===== config.mk =====
export PLATFORM = sky130hd
export DESIGN_NAME = uart_rx_flat
export DESIGN_NICKNAME = d
export VERILOG_FILES = /design/src/rtl/uart_pkg.sv /design/src/rtl/uart_rx_if.sv /design/src/rtl/uart_rx_sync_fifo.sv /design/src/rtl/uart_rx.sv /design/src/flat_wrapper.sv
export SDC_FILE = /design/constraint.sdc
export NUM_CORES = 1
export LEC_CHECK = 0
export BUFFER_PORTS_ARGS = -buffer_cell sky130_fd_sc_hd__buf_4
export CAP_MARGIN = 20
export CORE_MARGIN = 2
export CORE_UTILIZATION = 39
export DETAILED_ROUTE_END_ITERATION = 7
export GPL_ROUTABILITY_DRIVEN = 0
export PLACE_DENSITY = 0.59
export SLEW_MARGIN = 20
export SYNTH_ARGS = -nofsm -noshare
export SYNTH_HDL_FRONTEND = slang
export SYNTH_SLANG_ARGS = --single-unit

===== constraint.sdc =====
create_clock -name sys_clk_i -period 4.55 [get_ports sys_clk_i]
set_input_delay 0.455 -clock sys_clk_i [delete_from_list [all_inputs] [get_ports sys_clk_i]]
set_output_delay 0.455 -clock sys_clk_i [all_outputs]
set_load 0.01 [all_outputs]

===== src/rtl/uart_pkg.sv =====
// uart_pkg: shared UART types, status bit positions and frame constants
package uart_pkg;
  typedef enum logic [2:0] {IDLE, START, DATA, STOP, BREAK} rx_state_t;
  localparam int RX_VALID_BIT = 8;
  localparam int RX_OVR_BIT = 9;
  localparam int RX_FERR_BIT = 10;
  localparam int DATA_BITS = 8;
  localparam int FRAME_BITS = 10;
  function automatic logic maj3(input logic [2:0] s);
    return (s[0] & s[1]) | (s[0] & s[2]) | (s[1] & s[2]);
  endfunction
endpackage


===== src/rtl/uart_rx_if.sv =====
// uart_rx_if: CPU read window of the UART receiver
interface uart_rx_if;
  logic uart_rd_i;
  logic [31:0] uart_data_o;
  logic rx_irq_o;
  modport master (output uart_rd_i, input uart_data_o, rx_irq_o);
  modport slave (input uart_rd_i, output uart_data_o, rx_irq_o);
endinterface


===== src/rtl/uart_rx_sync_fifo.sv =====
// sync_fifo: single-clock FIFO with extra-MSB pointers and zeroed head when empty
module sync_fifo #(
  parameter int WIDTH = 9,
  parameter int DEPTH = 4
) (
  input  logic             clk,
  input  logic             rst_n,
  input  logic             push,
  input  logic             pop,
  input  logic [WIDTH-1:0] din,
  output logic             full,
  output logic             empty,
  output logic [WIDTH-1:0] head
);
  localparam int AW = $clog2(DEPTH);
  logic [WIDTH-1:0] mem [DEPTH];
  logic [AW:0] wp, rp;
  logic do_pop, do_push;
  assign empty = wp == rp;
  assign full = (wp[AW] != rp[AW]) && (wp[AW-1:0] == rp[AW-1:0]);
  assign do_pop = pop && !empty;
  // a pop frees the slot the simultaneous push lands in
  assign do_push = push && (!full || do_pop);
  assign head = empty ? '0 : mem[rp[AW-1:0]];
  always_ff @(posedge clk or negedge rst_n)
    if (!rst_n) begin
      wp <= '0;
      rp <= '0;
    end else begin
      if (do_push) wp <= wp + 1'b1;
      if (do_pop) rp <= rp + 1'b1;
    end
  always_ff @(posedge clk)
    if (do_push) mem[wp[AW-1:0]] <= din;
endmodule


===== src/rtl/uart_rx.sv =====
// uart_rx: oversampling 8N1 receiver with receive FIFO and 32-bit status/data read word
module uart_rx
  import uart_pkg::*;
#(
  parameter int BAUDRATE = 115200,
  parameter int F_CLK = 576000,
  parameter int OVERSAMPLE = 5,
  parameter int FIFO_DEPTH = 4
) (
  input logic sys_clk_i,
  input logic sys_rst_ni,
  input logic uart_rx_i,
  uart_rx_if.slave bus
);
  localparam int DIV = F_CLK / (BAUDRATE * OVERSAMPLE);
  localparam int DW = DIV > 1 ? $clog2(DIV) : 1;
  localparam int TW = $clog2(OVERSAMPLE);
  localparam int MID = OVERSAMPLE / 2;
  if (DIV < 1 || OVERSAMPLE < 4 || FIFO_DEPTH < 2 || (FIFO_DEPTH & (FIFO_DEPTH - 1)) != 0 ||
      F_CLK % (BAUDRATE * OVERSAMPLE) != 0) begin : g_bad_params
    $error("uart_rx: illegal parameter combination");
  end
  logic [1:0] sync;
  logic rx_s, tick, at_samp, at_end, maj, push, full, empty, ovr;
  logic [DW-1:0] div_cnt;
  rx_state_t state, state_n;
  logic [TW-1:0] tc, tc_n;
  logic [2:0] bitcnt, bitcnt_n;
  logic [1:0] samp, samp_n;
  logic [7:0] sh, sh_n;
  logic [8:0] head;
  assign rx_s = sync[1];
  assign tick = div_cnt == DW'(DIV - 1);
  assign at_samp = tick && tc == TW'(MID + 1);
  assign at_end = tick && tc == TW'(OVERSAMPLE - 1);
  assign maj = maj3({samp, rx_s});
  always_ff @(posedge sys_clk_i or negedge sys_rst_ni)
    if (!sys_rst_ni) begin
      sync <= 2'b11;
      div_cnt <= '0;
      state <= IDLE;
      tc <= '0;
      bitcnt <= '0;
      samp <= '0;
      sh <= '0;
    end else begin
      sync <= {sync[0], uart_rx_i};
      div_cnt <= tick ? '0 : div_cnt + 1'b1;
      state <= state_n;
      tc <= tc_n;
      bitcnt <= bitcnt_n;
      samp <= samp_n;
      sh <= sh_n;
    end
  always_comb begin
    state_n = state;
    tc_n = tick ? (at_end ? '0 : tc + 1'b1) : tc;
    bitcnt_n = bitcnt;
    sh_n = sh;
    push = 1'b0;
    samp_n = (tick && (tc == TW'(MID - 1) || tc == TW'(MID))) ? {samp[0], rx_s} : samp;
    case (state)
      IDLE: if (!rx_s) begin
        state_n = START;
        tc_n = '0;
        bitcnt_n = '0;
      end
      START: if (at_samp && maj) state_n = IDLE;
        else if (at_end) begin
          state_n = DATA;
          bitcnt_n = '0;
        end
      DATA: begin
        if (at_samp) sh_n = {maj, sh[7:1]};
        if (at_end) begin
          bitcnt_n = bitcnt + 1'b1;
          if (bitcnt == 3'(DATA_BITS - 1)) state_n = STOP;
        end
      end
      // leave STOP half a bit early so the next start edge is never missed
      STOP: if (at_samp) begin
        push = 1'b1;
        state_n = maj ? IDLE : BREAK;
      end
      BREAK: if (rx_s) state_n = IDLE;
      default: state_n = IDLE;
    endcase
  end
  sync_fifo #(.WIDTH(9), .DEPTH(FIFO_DEPTH)) u_fifo (
    .clk(sys_clk_i),
    .rst_n(sys_rst_ni),
    .push(push),
    .pop(bus.uart_rd_i),
    .din({~maj, sh}),
    .full(full),
    .empty(empty),
    .head(head)
  );
  always_ff @(posedge sys_clk_i or negedge sys_rst_ni)
    if (!sys_rst_ni) ovr <= 1'b0;
    else if (push && full && !bus.uart_rd_i) ovr <= 1'b1;
    else if (bus.uart_rd_i) ovr <= 1'b0;
  always_comb begin
    bus.uart_data_o = '0;
    bus.uart_data_o[7:0] = head[7:0];
    bus.uart_data_o[RX_VALID_BIT] = ~empty;
    bus.uart_data_o[RX_OVR_BIT] = ovr;
    bus.uart_data_o[RX_FERR_BIT] = head[8];
  end
  assign bus.rx_irq_o = ~empty;
endmodule


===== src/flat_wrapper.sv =====
// flat-port wrapper written by rule: the top's interface ports become plain ports
module uart_rx_flat import uart_pkg::*;
#(
  parameter int BAUDRATE = 115200,
  parameter int F_CLK = 576000,
  parameter int OVERSAMPLE = 5,
  parameter int FIFO_DEPTH = 4
)
  (sys_clk_i, sys_rst_ni, uart_rx_i, bus_uart_rd_i, bus_uart_data_o, bus_rx_irq_o);
  uart_rx_if bus_i ();
  input logic sys_clk_i;
  input logic sys_rst_ni;
  input logic uart_rx_i;
  input wire logic [$bits(bus_i.uart_rd_i)-1:0] bus_uart_rd_i;
  output wire logic [$bits(bus_i.uart_data_o)-1:0] bus_uart_data_o;
  output wire logic [$bits(bus_i.rx_irq_o)-1:0] bus_rx_irq_o;
  assign bus_i.uart_rd_i = bus_uart_rd_i;
  assign bus_uart_data_o = bus_i.uart_data_o;
  assign bus_rx_irq_o = bus_i.rx_irq_o;
  uart_rx #(.BAUDRATE(BAUDRATE), .F_CLK(F_CLK), .OVERSAMPLE(OVERSAMPLE), .FIFO_DEPTH(FIFO_DEPTH)) u_core (.sys_clk_i(sys_clk_i), .sys_rst_ni(sys_rst_ni), .uart_rx_i(uart_rx_i), .bus(bus_i));
endmodule

==> results of run 1 <==
==> state kept, by name, summed over array words and instances (netlist names) <==
signal and count:
u_core.samp 2, u_core.tc 3, u_core.u_fifo.rp 3, u_core.ovr 1, u_core.sh 8, u_core.u_fifo.mem 36, u_core.u_fifo.wp 3, u_core.state 3
u_core.sync 2, u_core.bitcnt 3
==> power breakdown <==
group | switching (mW) | internal (mW)
combinational | 0.310 | 0.388
clock | 0.220 | 0.252
sequential | 0.145 | 0.730
==> final timing paths <==
check / from / endpoint / slack, ns / cells after the start
hold / removal: sys_rst_ni / u_core.sh[0] / 0.03 / 1
max in group asynchronous: sys_rst_ni / u_core.sync[0] / 4.21 / 1
setup / recovery: u_core.u_fifo.rp[0] / bus_uart_data_o[1] / 1.89 / 4
hold reg to reg: u_core.sync[0] / u_core.sync[1] / 0.36 / 0
min in group sys_clk_i: uart_rx_i / u_core.sync[0] / 0.22 / 1
setup reg to reg: u_core.u_fifo.rp[0] / u_core.u_fifo.mem[3][5] / 2.06 / 3
==> cells in the mapped netlist (2+ instances only) <==
| library cell | count | area (um2) |
|---|---|---|
| a21oi_1 | 3 | 15.01 |
| and2_1 | 10 | 62.56 |
| buf_4 | 23 | 172.7 |
| buf_6 | 2 | 22.52 |
| clkbuf_1 | 2 | 7.510 |
| dfrtp_1 | 26 | 650.6 |
| dfstp_2 | 2 | 52.55 |
| edfxtp_1 | 36 | 1081 |
| ha_1 | 12 | 150.1 |
| inv_1 | 17 | 63.81 |
| mux2_2 | 12 | 135.1 |
| mux2i_1 | 2 | 20.02 |
| mux4_2 | 9 | 202.7 |
| nand2_1 | 5 | 18.77 |
| nand3_1 | 3 | 15.01 |
| nor2_1 | 9 | 33.78 |
| nor3_1 | 3 | 15.01 |
| xnor2_1 | 5 | 43.79 |
| xor2_1 | 2 | 17.52 |
==> logic make-up after synthesis <==
family                   Yosys count  share of synthesized area
flip-flops                        64                     0.5984
buffers and inverters             46                    0.09274
multiplexers                      24                     0.1250
other                              1                   0.001258
AND/OR/NAND/NOR                   38                    0.07008
AO/OA/AOI/OAI                     14                    0.03819
adder cells (fa/ha/maj)           13                    0.05371
XOR/XNOR                           7                    0.02056
==> layer usage <==
layer	GRT usage	part of all wire
met2	0.1820	0.47
met3	0.03983	0.053
met1	0.1586	0.46
met4	0.05303	0.012
met5	0	0
==> area by class of cell <==
type | instances | area (um2)
flip-flops and latches | 64 | 1784
well taps | 99 | 123.9
repair buffers | 15 | 112.6
multi-input cells | 117 | 996.0
fillers | 640 | 4055
clock buffers | 9 | 123.9
clock inverters | 7 | 71.32
inverters | 17 | 63.81
==> flow_summary.toml, run 1 <==
[grt]
antenna_found_initial = 0
grt_pass1_wl_mm = 7.700
grt_max_degree = 29
grt_pass1_vias = 1497
grt_overflow = 0
grt_usage = 0.1206

[sta]
holdWs_ns = 0.03016
min_period_over_period = 0.5836
drv_slew = 0
fin_setup_tns_ns = 0
hold_viol = 0
min_period_ns = 2.655
setup_viol = 0
max_freq_ghz = 0.3766
rsz0062_at_grt = "no"
worst_slew_margin_rel = 0.3575
fin_ws_ns = 1.895
tightest_slew_ns = 0.9602
clock_skew_ns = 0.01056

[routing]
viasPerCell = 4.573
routedWlPerCell_um = 13.58
post-route-drc-count = 0
firstDrtPassIters = 4
drt_iter0_markers = 119
wirelength_mm = 4.453
via_count = 1500
ant_nets = 0

[synthesis]
synth-main-ff-cell = "edfxtp_1"
yosysSeqAreaShare = 0.5984
netlist_area_mm2 = 0.002982
synth_edf_count = 36
syn_inst = 207
ys_types = 43
ys_ff_latch = 64
ys_async_sr_fraction = 0.4375
yosys_warnings = 0
syn_avg_cell_area_um2 = 14.40

[cells_and_area]
drive_above_1_share = 0.2489
utilization = 0.4468
final_cells = 328
antenna_cells = 0
syn_to_final_growth_pct = 9.861
final_nets = 240
final_cell_mix = "36 x edfxtp_1, 26 x dfrtp_1, 21 x conb_1"
final_common_cell = "edfxtp_1"
final_area_mm2 = 0.003276

[floorplanning]
die_y_um = 91.44
initial_core_util = 0.4067
core_mm2 = 0.007331
dieArea_mm2 = 0.008360
die-width_um = 91.44
rows = 31
io_pins = 37

[setup_path]
cp-start-kind = "flop"
max_stage_delay_ns = 0.79
critical_path_class = "reg2out"
required_ns = 4.09
crit_fanout = 13
slowest_stage = "dfrtp_1"
cp-end-kind = "primary output"
path_cells = "xnor2_1 -> nand3b_1 -> and2_1 -> buf_4"
path_delay_family = "flip-flops"
critical_path_buf_inv_count = 1
worst_ep_arrival_time_ns = 2.20

[power_and_ir_drop]
power.density_mw_per_mm2 = 624.1
irDropWorstVdd_uv = 321.0
total_leakage_power_nw = 1.305
totalPowerFinal_mw = 2.044

[clocking]
cts_resized = 0
cts_hold_buf = 0
clkLatencyLatePin_ns = 0.34
numCtsBuffers = 9
cts_setup_buffers = 0
clock_sink_count = 64
cts-root-buf = "clkbuf_8"
htreeDepth = 3
cts.path.max_buffers = 2
cts_tree = "yes"
clk_pin_slew_ns = 0.07

[placement]
dp_cells = 312
place_ws_ns = 1.963
place.detailed.hpwl_mm = 2.946
place_area_mm2 = 0.003080
port_buffers = 15

[worst_hold_path]
hold_path_class = "in2async"

[run_status]
outcome = "finished clean"

[flow_run]
drv_cap = 0
Power figures use the tool's default switching activity.
==> run 2: changes to the inputs <==
--- a/config.mk
+++ b/config.mk
@@ -11,7 +11,7 @@
 export CORE_UTILIZATION = 39
 export DETAILED_ROUTE_END_ITERATION = 7
 export GPL_ROUTABILITY_DRIVEN = 0
-export PLACE_DENSITY = 0.59
+export PLACE_DENSITY = 0.62
 export SLEW_MARGIN = 20
 export SYNTH_ARGS = -nofsm -noshare
 export SYNTH_HDL_FRONTEND = slang
==> constraint.sdc (replaced) <==
create_clock -name sys_clk_i -period 2.23 [get_ports sys_clk_i]
set_input_delay 0.223 -clock sys_clk_i [delete_from_list [all_inputs] [get_ports sys_clk_i]]
set_output_delay 0.223 -clock sys_clk_i [all_outputs]
set_load 0.01 [all_outputs]
==> flow_summary.toml, run 2 (synthesis results as in run 1) <==
[clocking]
cts-root-buf = "clkbuf_8"
cts_tree = "yes"
clkLatencyLatePin_ns = 0.34
numCtsBuffers = 9
cts.path.max_buffers = 2
clock_sink_count = 64
htreeDepth = 3
clk_pin_slew_ns = 0.07

[routing]
firstDrtPassIters = 4
routedWlPerCell_um = 13.48
viasPerCell = 4.651
wirelength_mm = 4.557
via_count = 1572
drt_iter0_markers = 67
post-route-drc-count = 0
ant_nets = 0

[floorplanning]
io_pins = 37
die-width_um = 91.44
die_y_um = 91.44
initial_core_util = 0.4067
dieArea_mm2 = 0.008360
rows = 31
core_mm2 = 0.007331

[placement]
port_buffers = 15
place_ws_ns = 0.3387
place.detailed.hpwl_mm = 3.164
dp_cells = 319
place_area_mm2 = 0.003133

[sta]
min_period_over_period = 0.9119
min_period_ns = 2.034
fin_ws_ns = 0.1965
fin_setup_tns_ns = 0
setup_viol = 0
hold_viol = 0
max_freq_ghz = 0.4918
clock_skew_ns = 0.005638
drv_slew = 0
rsz0062_at_grt = "no"

[power_and_ir_drop]
irDropWorstVdd_uv = 637.3
totalPowerFinal_mw = 4.387
power.density_mw_per_mm2 = 1295
total_leakage_power_nw = 1.371

[cells_and_area]
final_nets = 250
final_area_mm2 = 0.003387
multiInputGateArea_um2 = 996.0
syn_to_final_growth_pct = 13.60
final_cell_mix = "36 x edfxtp_1, 26 x dfrtp_1, 23 x buf_4"
antenna_cells = 0
final_common_cell = "edfxtp_1"
register_area_mm2 = 0.001784
drive_above_1_share = 0.2762
largest_register_ff_count = 36
nFillCells = 651
final_cells = 338

[worst_hold_path]
min_from = "bus_uart_rd_i"
hold_path_class = "in2reg"

[setup_path]
worst_r2r_path_depth = 6
critical_path_class = "reg2out"
cp-start-kind = "flop"
crit_fanout = 11
critical_path.startpoint = "u_core.u_fifo.rp[0]"
worst_ep_arrival_time_ns = 1.81
r2r_setup_slack_ns = 0.34
crit_end = "bus_uart_data_o[10]"
r2r_end = "u_core.u_fifo.mem[0][8]"
required_ns = 2.01
r2r-start = "u_core.tc[0]"
cp-end-kind = "primary output"

[grt]
grt_max_degree = 29
grt_usage = 0.1243
grt_overflow = 0
antenna_found_initial = 0
grt_pass1_wl_mm = 7.859
grt_pass1_vias = 1585

[run_status]
outcome = "finished clean"

[flow_run]
drv_cap = 0
## run 2: cell types whose count changed in the layout (fill, tap and decap cells not counted)
cell	delta
dlygate4sd3_1	+2
bufinv_16	+1
clkinv_1	-1
clkinv_4	+1
clkinvlp_4	-1
clkinv_2	-1
buf_4	+8
inv_6	+1
## run 2: power breakdown
part | internal (mW) | switching [mW]
Sequential | 1.49 | 0.210
Combinational | 0.851 | 0.732
Clock | 0.640 | 0.464
Total | 2.98 | 1.41
## run 2: layer usage
metal,vias up,global-route usage,wire length [um]
li1,743,-,-
met1,785,0.1546,2065
met2,36,0.1936,2209
met3,8,0.05477,225
met4,0,0.04167,57
met5,-,0,0
## run 2: how the worst min path moves through the flow
stage,to,slack (ns),depth (start not counted)
after floorplan,u_core.bitcnt[0],-0.07,0
after global placement,u_core.sh[5],0.17,1
after detailed placement,u_core.bitcnt[1],0.17,1
after CTS,u_core.ovr,0.15,3
after global routing,u_core.ovr,0.16,3
final,u_core.ovr,0.17,3
## run 2: final cells by class
| type | count | area share |
|---|---|---|
| Sequential cell | 64 | 0.5268 |
| Multi-Input combinational cell | 117 | 0.2941 |
| Timing Repair Buffer | 25 | 0.05689 |
| Clock buffer | 9 | 0.03657 |
| Tap cell | 99 | 0.03657 |
| Clock inverter | 7 | 0.03029 |
| Inverter | 17 | 0.01884 |
## run 2: repair_timing
action | CTS | global route
endpoints found under the setup margin | 0 | 9
hold endpoints to repair | 27 | 0
hold buffers | 2 | 0
setup buffers | 0 | 1
gates resized for setup | 0 | 0
## run 2: stage by stage
stage	hold slack (ns)	util
final	0.1720	0.4620
after floorplan	-0.07259	-
after CTS	0.1516	0.4610
after global placement	0.1685	0.4274
after global routing	0.1557	0.4620
after detailed placement	0.1722	0.4274
## run 2: worst max-delay path, stage by stage (launching register included)
cell	delay, ns
dfrtp_1	0.38
buf_4	0.25
mux4_2	0.54
and2_1	0.17
buf_4	0.13
==> run 3: changes to the inputs <==
--- a/config.mk
+++ b/config.mk
@@ -12,6 +12,7 @@
 export DETAILED_ROUTE_END_ITERATION = 7
 export GPL_ROUTABILITY_DRIVEN = 0
 export PLACE_DENSITY = 0.62
+export REMOVE_ABC_BUFFERS = 1
 export SLEW_MARGIN = 20
 export SYNTH_ARGS = -nofsm -noshare
 export SYNTH_HDL_FRONTEND = slang
==> flow_summary.toml, run 3 (synthesis results as in run 1) <==
[cells_and_area]
final_common_cell = "edfxtp_1"
multiInputGateArea_um2 = 996.0
largest_register_ff_count = 36
register_area_mm2 = 0.001784
drive_above_1_share = 0.2762
final_nets = 250
utilization = 0.4622
syn_to_final_growth_pct = 13.64
nFillCells = 655
final_area_mm2 = 0.003388
final_cell_mix = "36 x edfxtp_1, 26 x dfrtp_1, 23 x buf_4"
antenna_cells = 0

[placement]
port_buffers = 15
place.detailed.hpwl_mm = 3.111
place_ws_ns = 0.3700
place_area_mm2 = 0.003141

[sta]
min_period_ns = 2.005
min_period_over_period = 0.8993
drv_slew = 0
clock_skew_ns = 0.009104
hold_viol = 0
setup_viol = 0
fin_ws_ns = 0.2245
rsz0062_at_grt = "no"
fin_setup_tns_ns = 0
max_freq_ghz = 0.4986

[floorplanning]
die_y_um = 91.44
rows = 31
core_mm2 = 0.007331
io_pins = 37
die-width_um = 91.44
initial_core_util = 0.4067
dieArea_mm2 = 0.008360

[grt]
antenna_found_initial = 0
grt_pass1_vias = 1491
grt_pass1_wl_mm = 7.652
grt_usage = 0.1201
grt_overflow = 0
grt_max_degree = 29

[setup_path]
worst_ep_arrival_time_ns = 1.78
crit_fanout = 11
cp-end-kind = "primary output"
critical_path_class = "reg2out"
required_ns = 2.01
cp-start-kind = "flop"

[flow_run]
drv_cap = 0

[routing]
viasPerCell = 4.609
routedWlPerCell_um = 13.04
post-route-drc-count = 0
via_count = 1558
wirelength_mm = 4.407
ant_nets = 0
firstDrtPassIters = 4
drt_iter0_markers = 105

[power_and_ir_drop]
power.density_mw_per_mm2 = 1295
total_leakage_power_nw = 1.375
irDropWorstVdd_uv = 659.5

[clocking]
cts_setup_buffers = 0
cts.path.max_buffers = 2
htreeDepth = 3
clkLatencyLatePin_ns = 0.34
cts_resized = 0
clk_pin_slew_ns = 0.07
cts_tree = "yes"
clock_sink_count = 64
numCtsBuffers = 9
cts-root-buf = "clkbuf_8"

[worst_hold_path]
hold_path_class = "in2reg"

[run_status]
outcome = "finished clean"
run 3: area by class of cell:
class	instances	area share
sequential	64	0.5266
multi-input combinational	117	0.2939
timing repair buffer	25	0.05687
clock buffer	9	0.03656
tap	99	0.03656
clock inverter	7	0.03065
inverter	17	0.01883
run 3: power by group:
group | internal, mW | total [mW] | switching [mW]
combinational | 0.850 | 1.58 | 0.733
sequential | 1.49 | 1.70 | 0.210
clock | 0.642 | 1.10 | 0.462
run 3: worst paths after layout:
kind	from	end	slack, ns	depth (start not counted)
max in group asynchronous	sys_rst_ni	u_core.sync[1]	1.59	2
worst max register to register	u_core.tc[0]	u_core.u_fifo.mem[1][1]	0.38	6
worst min-delay path	bus_uart_rd_i	u_core.ovr	0.16	3
worst max-delay path	u_core.u_fifo.rp[0]	bus_uart_data_o[6]	0.22	4
worst min register to register	u_core.sync[0]	u_core.sync[1]	0.36	0
min in group asynchronous	sys_rst_ni	u_core.bitcnt[1]	0.34	2
run 3: stage by stage:
stage          power, mW  hold slack, ns  std cells
5_1_grt            4.745          0.1328        338
6_report           4.388          0.1583        338
2_1_floorplan      2.760        -0.07259        198
3_5_place_dp       3.332          0.1633        320
4_1_cts            4.461          0.1418        338
3_3_place_gp       3.315          0.1640        320
run 3: per-layer routing:
layer | up-vias | track usage | part of all wire | routed length, um
met3 | 2 | 0.05560 | 0.053 | 233
met2 | 50 | 0.1722 | 0.47 | 2070
met5 | - | 0 | 0 | 0
met1 | 757 | 0.1620 | 0.47 | 2077
met4 | 0 | 0.03788 | 0.0059 | 26
li1 | 749 | - | - | -
run 3: timing repair:
item,CTS,global route
hold endpoints to repair,27,0
hold buffers,2,0
endpoints found under the setup margin,0,0
run 3: critical path: stages (launching register included):
cell	delay (ns)
dfrtp_1	0.37
buf_4	0.24
mux4_2	0.53
and2_1	0.17
buf_4	0.14
